$ cat src/rtl/robo_pkg.sv
// Shared types for the pipe-cleaner robot navigation controller:
// headings, FSM state encoding, the action chosen in DECIDE and the turn helper.
package robo_pkg;

  typedef enum logic [1:0] {
    NORTE = 2'd0,
    LESTE = 2'd1,
    SUL   = 2'd2,
    OESTE = 2'd3
  } orient_t;

  typedef enum logic [2:0] {
    IDLE   = 3'd0,
    SENSE  = 3'd1,
    DECIDE = 3'd2,
    ACT    = 3'd3,
    REMOVE = 3'd4,
    DONE   = 3'd5,
    STUCK  = 3'd6
  } state_t;

  typedef enum logic [1:0] {
    A_NONE  = 2'd0,
    A_LEFT  = 2'd1,
    A_RIGHT = 2'd2,
    A_ADV   = 2'd3
  } action_t;

  // Heading after a 90 degree turn; the 2-bit wrap gives the mod-4 arithmetic.
  function automatic logic [1:0] turn_heading(input logic [1:0] o, input logic esq);
    return esq ? (o - 2'd1) : (o + 2'd1);
  endfunction

endpackage

$ cat src/rtl/robo_navegador_if.sv
// Sensor/actuator bundle of the navigation controller.
// Optional macro ROBO_STEP_COUNT_EN adds the step_cnt signal.
// Handshake: there is none; start is a level sampled only in IDLE, and
// avancar/girar are single-cycle strobes, girar_esq qualifies girar.
interface robo_navegador_if #(
  parameter int X_W = 4,
  parameter int Y_W = 4
`ifdef ROBO_STEP_COUNT_EN
  , parameter int STEP_W = 8
`endif
);
  import robo_pkg::*;

  logic           start;
  logic           head;
  logic           left;
  logic           under;
  logic           barreira;
  logic           avancar;
  logic           girar;
  logic           girar_esq;
  logic           remover;
  logic [1:0]     orient;
  logic [X_W-1:0] pos_x;
  logic [Y_W-1:0] pos_y;
  logic           busy;
  logic           done;
  logic           stuck;
  state_t         dbg_state;
`ifdef ROBO_STEP_COUNT_EN
  logic [STEP_W-1:0] step_cnt;
`endif

  // Environment / test side
  modport master (
    output start, head, left, under, barreira,
    input  avancar, girar, girar_esq, remover, orient, pos_x, pos_y,
           busy, done, stuck, dbg_state
`ifdef ROBO_STEP_COUNT_EN
    , input step_cnt
`endif
  );

  // Controller side
  modport slave (
    input  start, head, left, under, barreira,
    output avancar, girar, girar_esq, remover, orient, pos_x, pos_y,
           busy, done, stuck, dbg_state
`ifdef ROBO_STEP_COUNT_EN
    , output step_cnt
`endif
  );

endinterface

$ cat src/rtl/robo_pos_tracker.sv
// Holds heading and grid position, flags when the cell ahead is off-grid,
// and applies the turn/advance chosen by the FSM during its ACT cycle.
module robo_pos_tracker
  import robo_pkg::*;
#(
  parameter int X_W     = 4,
  parameter int Y_W     = 4,
  parameter int X0      = 0,
  parameter int Y0      = 0,
  parameter int ORIENT0 = 0
) (
  input  logic           clock,
  input  logic           reset,
  input  logic           apply_i,
  input  action_t        action_i,
  output logic [1:0]     orient_o,
  output logic [X_W-1:0] pos_x_o,
  output logic [Y_W-1:0] pos_y_o,
  output logic           edge_ahead_o
);

  logic [1:0]     orient_q, orient_d;
  logic [X_W-1:0] pos_x_q, pos_x_d;
  logic [Y_W-1:0] pos_y_q, pos_y_d;

  // Pose register, loaded with the start pose on reset
  always_ff @(posedge clock or posedge reset) begin
    if (reset) begin
      orient_q <= 2'(ORIENT0);
      pos_x_q  <= X_W'(X0);
      pos_y_q  <= Y_W'(Y0);
    end else begin
      orient_q <= orient_d;
      pos_x_q  <= pos_x_d;
      pos_y_q  <= pos_y_d;
    end
  end

  // Next pose; the FSM never selects an advance into an edge, so no wrap happens
  always_comb begin
    orient_d = orient_q;
    pos_x_d  = pos_x_q;
    pos_y_d  = pos_y_q;
    if (apply_i) begin
      case (action_i)
        A_LEFT:  orient_d = turn_heading(orient_q, 1'b1);
        A_RIGHT: orient_d = turn_heading(orient_q, 1'b0);
        A_ADV: begin
          case (orient_q)
            NORTE:   pos_y_d = pos_y_q + Y_W'(1);
            LESTE:   pos_x_d = pos_x_q + X_W'(1);
            SUL:     pos_y_d = pos_y_q - Y_W'(1);
            default: pos_x_d = pos_x_q - X_W'(1);
          endcase
        end
        default: ;
      endcase
    end
  end

  // Grid border ahead counts as a wall
  always_comb begin
    case (orient_q)
      NORTE:   edge_ahead_o = (pos_y_q == '1);
      LESTE:   edge_ahead_o = (pos_x_q == '1);
      SUL:     edge_ahead_o = (pos_y_q == '0);
      default: edge_ahead_o = (pos_x_q == '0);
    endcase
  end

  assign orient_o = orient_q;
  assign pos_x_o  = pos_x_q;
  assign pos_y_o  = pos_y_q;

endmodule

$ cat src/rtl/robo_navegador.sv
// Left-hand wall-follower navigation FSM for the pipe-cleaner robot.
// Optional macro ROBO_STEP_COUNT_EN adds a saturating step counter (step_cnt).
module robo_navegador
  import robo_pkg::*;
#(
  parameter int X_W        = 4,
  parameter int Y_W        = 4,
  parameter int X0         = 0,
  parameter int Y0         = 0,
  parameter int ORIENT0    = 0,
  parameter int SETTLE_CYC = 2,
  parameter int REMOVE_CYC = 3,
  parameter int MAX_TURNS  = 4
`ifdef ROBO_STEP_COUNT_EN
  , parameter int STEP_W   = 8
`endif
) (
  input logic             clock,
  input logic             reset,
  robo_navegador_if.slave bus
);

  localparam int CNT_MAX = (SETTLE_CYC > REMOVE_CYC) ? SETTLE_CYC : REMOVE_CYC;
  localparam int CNT_W   = $clog2(CNT_MAX + 1);
  localparam int TURN_W  = $clog2(MAX_TURNS + 1);

  state_t            state_q, state_d;
  action_t           action_q, action_d;
  logic [CNT_W-1:0]  cnt_q, cnt_d;
  logic [TURN_W-1:0] turn_q, turn_d;
  logic              jtl_q, jtl_d;
  logic              head_q, head_d, left_q, left_d;
  logic              under_q, under_d, barr_q, barr_d;
  logic              edge_ahead;

  // FSM and decision-context registers
  always_ff @(posedge clock or posedge reset) begin
    if (reset) begin
      state_q  <= IDLE;
      action_q <= A_NONE;
      cnt_q    <= '0;
      turn_q   <= '0;
      jtl_q    <= 1'b0;
      head_q   <= 1'b0;
      left_q   <= 1'b0;
      under_q  <= 1'b0;
      barr_q   <= 1'b0;
    end else begin
      state_q  <= state_d;
      action_q <= action_d;
      cnt_q    <= cnt_d;
      turn_q   <= turn_d;
      jtl_q    <= jtl_d;
      head_q   <= head_d;
      left_q   <= left_d;
      under_q  <= under_d;
      barr_q   <= barr_d;
    end
  end

  // Next state: sense, decide by priority, act, and track the turn streak
  always_comb begin
    state_d  = state_q;
    action_d = action_q;
    cnt_d    = cnt_q;
    turn_d   = turn_q;
    jtl_d    = jtl_q;
    head_d   = head_q;
    left_d   = left_q;
    under_d  = under_q;
    barr_d   = barr_q;
    case (state_q)
      IDLE: begin
        if (bus.start) begin
          state_d = SENSE;
          cnt_d   = '0;
        end
      end
      SENSE: begin
        if (cnt_q == CNT_W'(SETTLE_CYC - 1)) begin
          head_d  = bus.head;
          left_d  = bus.left;
          under_d = bus.under;
          barr_d  = bus.barreira;
          cnt_d   = '0;
          state_d = DECIDE;
        end else begin
          cnt_d = cnt_q + CNT_W'(1);
        end
      end
      DECIDE: begin
        if (under_q) begin
          state_d = DONE;
        end else if (barr_q) begin
          state_d = REMOVE;
          cnt_d   = '0;
        end else begin
          state_d = ACT;
          if (!left_q && !jtl_q)          action_d = A_LEFT;
          else if (head_q || edge_ahead)  action_d = A_RIGHT;
          else                            action_d = A_ADV;
        end
      end
      ACT: begin
        case (action_q)
          A_LEFT: begin
            jtl_d  = 1'b1;
            turn_d = turn_q + TURN_W'(1);
          end
          A_RIGHT: begin
            jtl_d  = 1'b0;
            turn_d = turn_q + TURN_W'(1);
          end
          A_ADV: begin
            jtl_d  = 1'b0;
            turn_d = '0;
          end
          default: ;
        endcase
        cnt_d   = '0;
        state_d = (turn_d == TURN_W'(MAX_TURNS)) ? STUCK : SENSE;
      end
      REMOVE: begin
        if (cnt_q == CNT_W'(REMOVE_CYC - 1)) begin
          cnt_d   = '0;
          state_d = SENSE;
        end else begin
          cnt_d = cnt_q + CNT_W'(1);
        end
      end
      DONE:    state_d = DONE;
      STUCK:   state_d = STUCK;
      default: state_d = IDLE;
    endcase
  end

  robo_pos_tracker #(
    .X_W    (X_W),
    .Y_W    (Y_W),
    .X0     (X0),
    .Y0     (Y0),
    .ORIENT0(ORIENT0)
  ) u_pos (
    .clock       (clock),
    .reset       (reset),
    .apply_i     (state_q == ACT),
    .action_i    (action_q),
    .orient_o    (bus.orient),
    .pos_x_o     (bus.pos_x),
    .pos_y_o     (bus.pos_y),
    .edge_ahead_o(edge_ahead)
  );

  // Outputs decode straight from the state register so reset clears them at once
  assign bus.avancar   = (state_q == ACT) && (action_q == A_ADV);
  assign bus.girar     = (state_q == ACT) && ((action_q == A_LEFT) || (action_q == A_RIGHT));
  assign bus.girar_esq = (state_q == ACT) && (action_q == A_LEFT);
  assign bus.remover   = (state_q == REMOVE);
  assign bus.busy      = (state_q != IDLE) && (state_q != DONE) && (state_q != STUCK);
  assign bus.done      = (state_q == DONE);
  assign bus.stuck     = (state_q == STUCK);
  assign bus.dbg_state = state_q;

`ifdef ROBO_STEP_COUNT_EN
  logic [STEP_W-1:0] step_q;

  // Saturating count of forward moves
  always_ff @(posedge clock or posedge reset) begin
    if (reset)                          step_q <= '0;
    else if (bus.avancar && step_q != '1) step_q <= step_q + STEP_W'(1);
  end

  assign bus.step_cnt = step_q;
`endif

endmodule

$ cat src/flat_wrapper.sv
// flat-port wrapper written by rule: the top's interface ports become plain ports
module robo_navegador_flat import robo_pkg::*;
#(
  parameter int X_W        = 4,
  parameter int Y_W        = 4,
  parameter int X0         = 0,
  parameter int Y0         = 0,
  parameter int ORIENT0    = 0,
  parameter int SETTLE_CYC = 2,
  parameter int REMOVE_CYC = 3,
  parameter int MAX_TURNS  = 4

)
  (clock, reset, bus_start, bus_head, bus_left, bus_under, bus_barreira, bus_avancar, bus_girar, bus_girar_esq, bus_remover, bus_orient, bus_pos_x, bus_pos_y, bus_busy, bus_done, bus_stuck, bus_dbg_state);
  robo_navegador_if #(.X_W(X_W), .Y_W(Y_W)) bus_i ();
  input logic clock;
  input logic reset;
  input wire logic [$bits(bus_i.start)-1:0] bus_start;
  input wire logic [$bits(bus_i.head)-1:0] bus_head;
  input wire logic [$bits(bus_i.left)-1:0] bus_left;
  input wire logic [$bits(bus_i.under)-1:0] bus_under;
  input wire logic [$bits(bus_i.barreira)-1:0] bus_barreira;
  output wire logic [$bits(bus_i.avancar)-1:0] bus_avancar;
  output wire logic [$bits(bus_i.girar)-1:0] bus_girar;
  output wire logic [$bits(bus_i.girar_esq)-1:0] bus_girar_esq;
  output wire logic [$bits(bus_i.remover)-1:0] bus_remover;
  output wire logic [$bits(bus_i.orient)-1:0] bus_orient;
  output wire logic [$bits(bus_i.pos_x)-1:0] bus_pos_x;
  output wire logic [$bits(bus_i.pos_y)-1:0] bus_pos_y;
  output wire logic [$bits(bus_i.busy)-1:0] bus_busy;
  output wire logic [$bits(bus_i.done)-1:0] bus_done;
  output wire logic [$bits(bus_i.stuck)-1:0] bus_stuck;
  output wire logic [$bits(bus_i.dbg_state)-1:0] bus_dbg_state;
  assign bus_i.start = bus_start;
  assign bus_i.head = bus_head;
  assign bus_i.left = bus_left;
  assign bus_i.under = bus_under;
  assign bus_i.barreira = bus_barreira;
  assign bus_avancar = bus_i.avancar;
  assign bus_girar = bus_i.girar;
  assign bus_girar_esq = bus_i.girar_esq;
  assign bus_remover = bus_i.remover;
  assign bus_orient = bus_i.orient;
  assign bus_pos_x = bus_i.pos_x;
  assign bus_pos_y = bus_i.pos_y;
  assign bus_busy = bus_i.busy;
  assign bus_done = bus_i.done;
  assign bus_stuck = bus_i.stuck;
  assign bus_dbg_state = bus_i.dbg_state;
  robo_navegador #(.X_W(X_W), .Y_W(Y_W), .X0(X0), .Y0(Y0), .ORIENT0(ORIENT0), .SETTLE_CYC(SETTLE_CYC), .REMOVE_CYC(REMOVE_CYC), .MAX_TURNS(MAX_TURNS)) u_core (.clock(clock), .reset(reset), .bus(bus_i));
endmodule
$ cat config.mk
export PLATFORM = sky130hd
export DESIGN_NAME = robo_navegador_flat
export DESIGN_NICKNAME = d
export VERILOG_FILES = /design/src/rtl/robo_pkg.sv /design/src/rtl/robo_navegador_if.sv /design/src/rtl/robo_pos_tracker.sv /design/src/rtl/robo_navegador.sv /design/src/flat_wrapper.sv
export SDC_FILE = /design/constraint.sdc
export NUM_CORES = 1
export LEC_CHECK = 0
export ABC_AREA = 0
export CORE_MARGIN = 10
export CORE_UTILIZATION = 35
export CTS_BUF_LIST = sky130_fd_sc_hd__clkbuf_16
export DETAILED_ROUTE_END_ITERATION = 12
export GPL_TIMING_DRIVEN = 0
export PLACE_DENSITY_LB_ADDON = 0.3
export SLEW_MARGIN = 20
export SYNTH_ARGS = -nofsm -noshare
export SYNTH_HDL_FRONTEND = slang
export SYNTH_SLANG_ARGS = --single-unit
$ cat constraint.sdc
create_clock -name clock -period 1.77 [get_ports clock]
set_input_delay 0.2655 -clock clock [delete_from_list [all_inputs] [get_ports clock]]
set_output_delay 0.2655 -clock clock [all_outputs]
set_load 0.02 [all_outputs]
==> impl_metrics.ini, run 1 <==
[cts]
cts_tree = built
cts_buffers = 3
clockBufferDepth = 2
insertion_delay_ns = 0.26
clockRootBuffer = clkbuf_16
cts_num_sinks = 25
cts-hold-fix-buffers = 0
htreeDepth = 1
clkTransAtPathRegs_ns = 0.06

[yosys]
ys.flop_type = dfrtp_1
yosysTopAreaCell = dfrtp_1
yosysSeqAreaShare = 0.3765
syn_inst = 169
synth_area_leaders = dfrtp_1, ha_1, o21ai_0, mux2_4, nand2b_1
yosys.area.top_type_share = 0.3765
synth_area_per_cell_um2 = 9.832
synth_edf_count = 0
ys.warnings.count = 0
synth_nets = 191
async_flop_share = 1.000
syn_area_mm2 = 0.001662
ys_seq_elements = 25
synth.distinct_cells = 48

[grt]
grt_pass1_wl_um = 5871
use_met3 = 0.02644
grt_util_met2 = 0.1423
grt_pass1_vias = 1286
track_usage = 0.09132
grt_max_degree = 26
grt_antenna_before_repair = 0
busiest_layer = met2
met1_usage = 0.1176
grt.overflow.total = 0

[finish]
multi_input_area_mm2 = 0.001030
register_area_um2 = 629.4
drive_gt1_frac = 0.2222
instances_no_fill = 261
nFillCells = 445
post-route-cell-area_mm2 = 0.002170
layout_commonest_cell = dfrtp_1
syn_to_final_growth_pct = 30.57
final_cell_mix = dfrtp_1, clkdlybuf4s50_1, o21ai_0, buf_4, nand2_1
finish.utilization = 0.4655
nets = 230
antenna_cells = 0

[critical_path]
worst_r2r_path_depth = 7
path_class = reg -> reg
startpoint_type = flip-flop
critPathMaxFanout = 4
arrival_ns = 1.88
crit_path_end_kind = flip-flop
required_ns = 1.92

[drt]
wl_per_cell_um = 14.07
drt_wl_total_um = 3671
drt_iter0_drc = 71
drcViolationCount = 0
vias = 1378
viasPerCell = 5.280
ant_nets = 0
drtPass1Iterations = 5

[floorplan]
die_area_mm2 = 0.007903
placementRows = 25
io_pins = 27
die_height_um = 88.90
design.core.area_mm2 = 0.004661
start_util = 0.3565
die_x_um = 88.90

[sta]
worst_clock_skew_ns = 0.002171
rsz0062_at_grt = true
min_period_ns = 1.732
slew_headroom = 0.3651
worstMarginPinSlew_ns = 0.9465
fmax_mhz = 577.3
slew_violations = 0
finalHoldViolations = 0
setup_viol = 0
period_share = 0.9787

[place]
port_buffers = 26
dp_hpwl_um = 2603
place_inst = 249
post_dp_cell_area_mm2 = 0.002007
gp_congestion = 0.8318

[pwr]
p_clk_frac = 0.142
power_frac_seq = 0.292
comb_power_share = 0.566
max-vdd-ir-drop_mv = 0.9787
power_density_mw_per_mm2 = 1618
switching_share = 0.4065
leakage_nw = 0.9797
p_sw_w = 0.001427
p_int_w = 0.002084

[min_path]
hold_path_class = in -> async

[run]
maxCapViolCount = 0

[run_status]
status = complete, no violations
-- logic make-up after synthesis --
family	count (synthesis)	share of synthesized area
buf+inv	16	0.04292
mux	6	0.04895
compound gates	44	0.1694
xor+xnor	8	0.04216
fa+ha+maj	15	0.1220
simple gates	55	0.1980
flops	25	0.3765
-- through the flow --
| step | setup TNS [ns] | total power [W] | hold slack, ns | setup WS (ns) |
|---|---|---|---|---|
| floorplan | -0.02585 | 0.002269 | 0.2927 | -0.01598 |
| global placement | -0.9432 | 0.002809 | 0.5029 | -0.1987 |
| detailed placement | -0.8555 | 0.002813 | 0.5062 | -0.1704 |
| CTS | -0.02327 | 0.003458 | 0.5181 | -0.02327 |
| global route | -0.06760 | 0.003811 | 0.4908 | -0.03515 |
| finish | 0 | 0.003511 | 0.4077 | 0.03767 |
-- Yosys cell counts (3+ instances only) --
cell type  number
a21oi_1         8
and3_1          3
buf_4           3
dfrtp_1        25
ha_1           13
inv_1          11
mux2_4          4
nand2_1        10
nand2b_1        7
nand3_1         4
nand3b_1        3
nor2_1          9
nor2b_1         4
o21ai_0        16
xnor2_1         4
xor2_1          4
-- layer usage --
metal,vias up,part of all wire
li1,679,-
met2,33,0.48
met5,-,0
met4,0,0.0052
met3,2,0.063
met1,664,0.45
-- timing repair --
item | CTS | global route
gates resized for setup | 31 | 10
gates cloned | 0 | 0
endpoints found under the hold margin | 0 | 0
setup buffers | 3 | 5
pin swaps | 0 | 4
setup endpoints to repair | 9 | 7
-- registers in the layout, indices dropped and copies added, names as in the netlist --
| register | cells |
|---|---|
| u_core.under_q | 1 |
| u_core.action_q | 2 |
| u_core.turn_q | 3 |
| u_core.bus.dbg_state | 3 |
| u_core.u_pos.pos_y_o | 4 |
| u_core.cnt_q | 2 |
| u_core.left_q | 1 |
| u_core.head_q | 1 |
| u_core.u_pos.orient_o | 2 |
| u_core.u_pos.pos_x_o | 4 |
| u_core.jtl_q | 1 |
| u_core.barr_q | 1 |
-- layout make-up --
cell class                      count  area share
Buffer                              5     0.01615
Clock buffer                        3     0.03460
Clock inverter                      1    0.001730
Inverter                           11     0.02018
Multi-Input combinational cell    128      0.4746
Sequential cell                    25      0.2901
Tap cell                           54     0.03114
Timing Repair Buffer               34      0.1315
-- power groups by stage --
stage,Sequential (W),Combinational (W),Clock (W)
6_report,0.00102,0.00199,0.000497
5_1_grt,0.00106,0.00220,0.000546
4_1_cts,0.00103,0.00191,0.000519
3_5_place_dp,0.00104,0.00177,0
3_3_place_gp,0.00104,0.00177,0
2_1_floorplan,0.00107,0.00120,0
-- worst max-delay path, cell delays in order, from the launching register on --
cell	delay [ns]
dfrtp_2	0.43
buf_4	0.15
ha_4	0.16
buf_4	0.13
nor4bb_1	0.29
a41oi_1	0.14
and3_1	0.18
o22a_1	0.15
-- path summary, 6_finish.rpt --
path	slack, ns	to	start
worst max-delay path	0.04	u_core.action_q[0]	u_core.u_pos.orient_o[0]
worst min-delay path	0.41	u_core.head_q	reset
worst max register to register	0.04	u_core.action_q[0]	u_core.u_pos.orient_o[0]
worst min register to register	0.51	u_core.u_pos.pos_x_o[3]	u_core.u_pos.pos_x_o[3]
max in group asynchronous	0.88	u_core.u_pos.orient_o[0]	reset
min in group clock	0.51	u_core.u_pos.pos_x_o[3]	u_core.u_pos.pos_x_o[3]
Power figures use the tool's default switching activity.
==> run 2, diff against run 1 <==
--- a/config.mk
+++ b/config.mk
@@ -9,6 +9,7 @@
 export CORE_MARGIN = 10
 export CORE_UTILIZATION = 35
 export CTS_BUF_LIST = sky130_fd_sc_hd__clkbuf_16
+export CTS_CLUSTER_DIAMETER = 120
 export DETAILED_ROUTE_END_ITERATION = 12
 export GPL_TIMING_DRIVEN = 0
 export PLACE_DENSITY_LB_ADDON = 0.3
==> results of run 2 <==
Same layout as run 1: the final DEF is identical, and so are final timing and power.
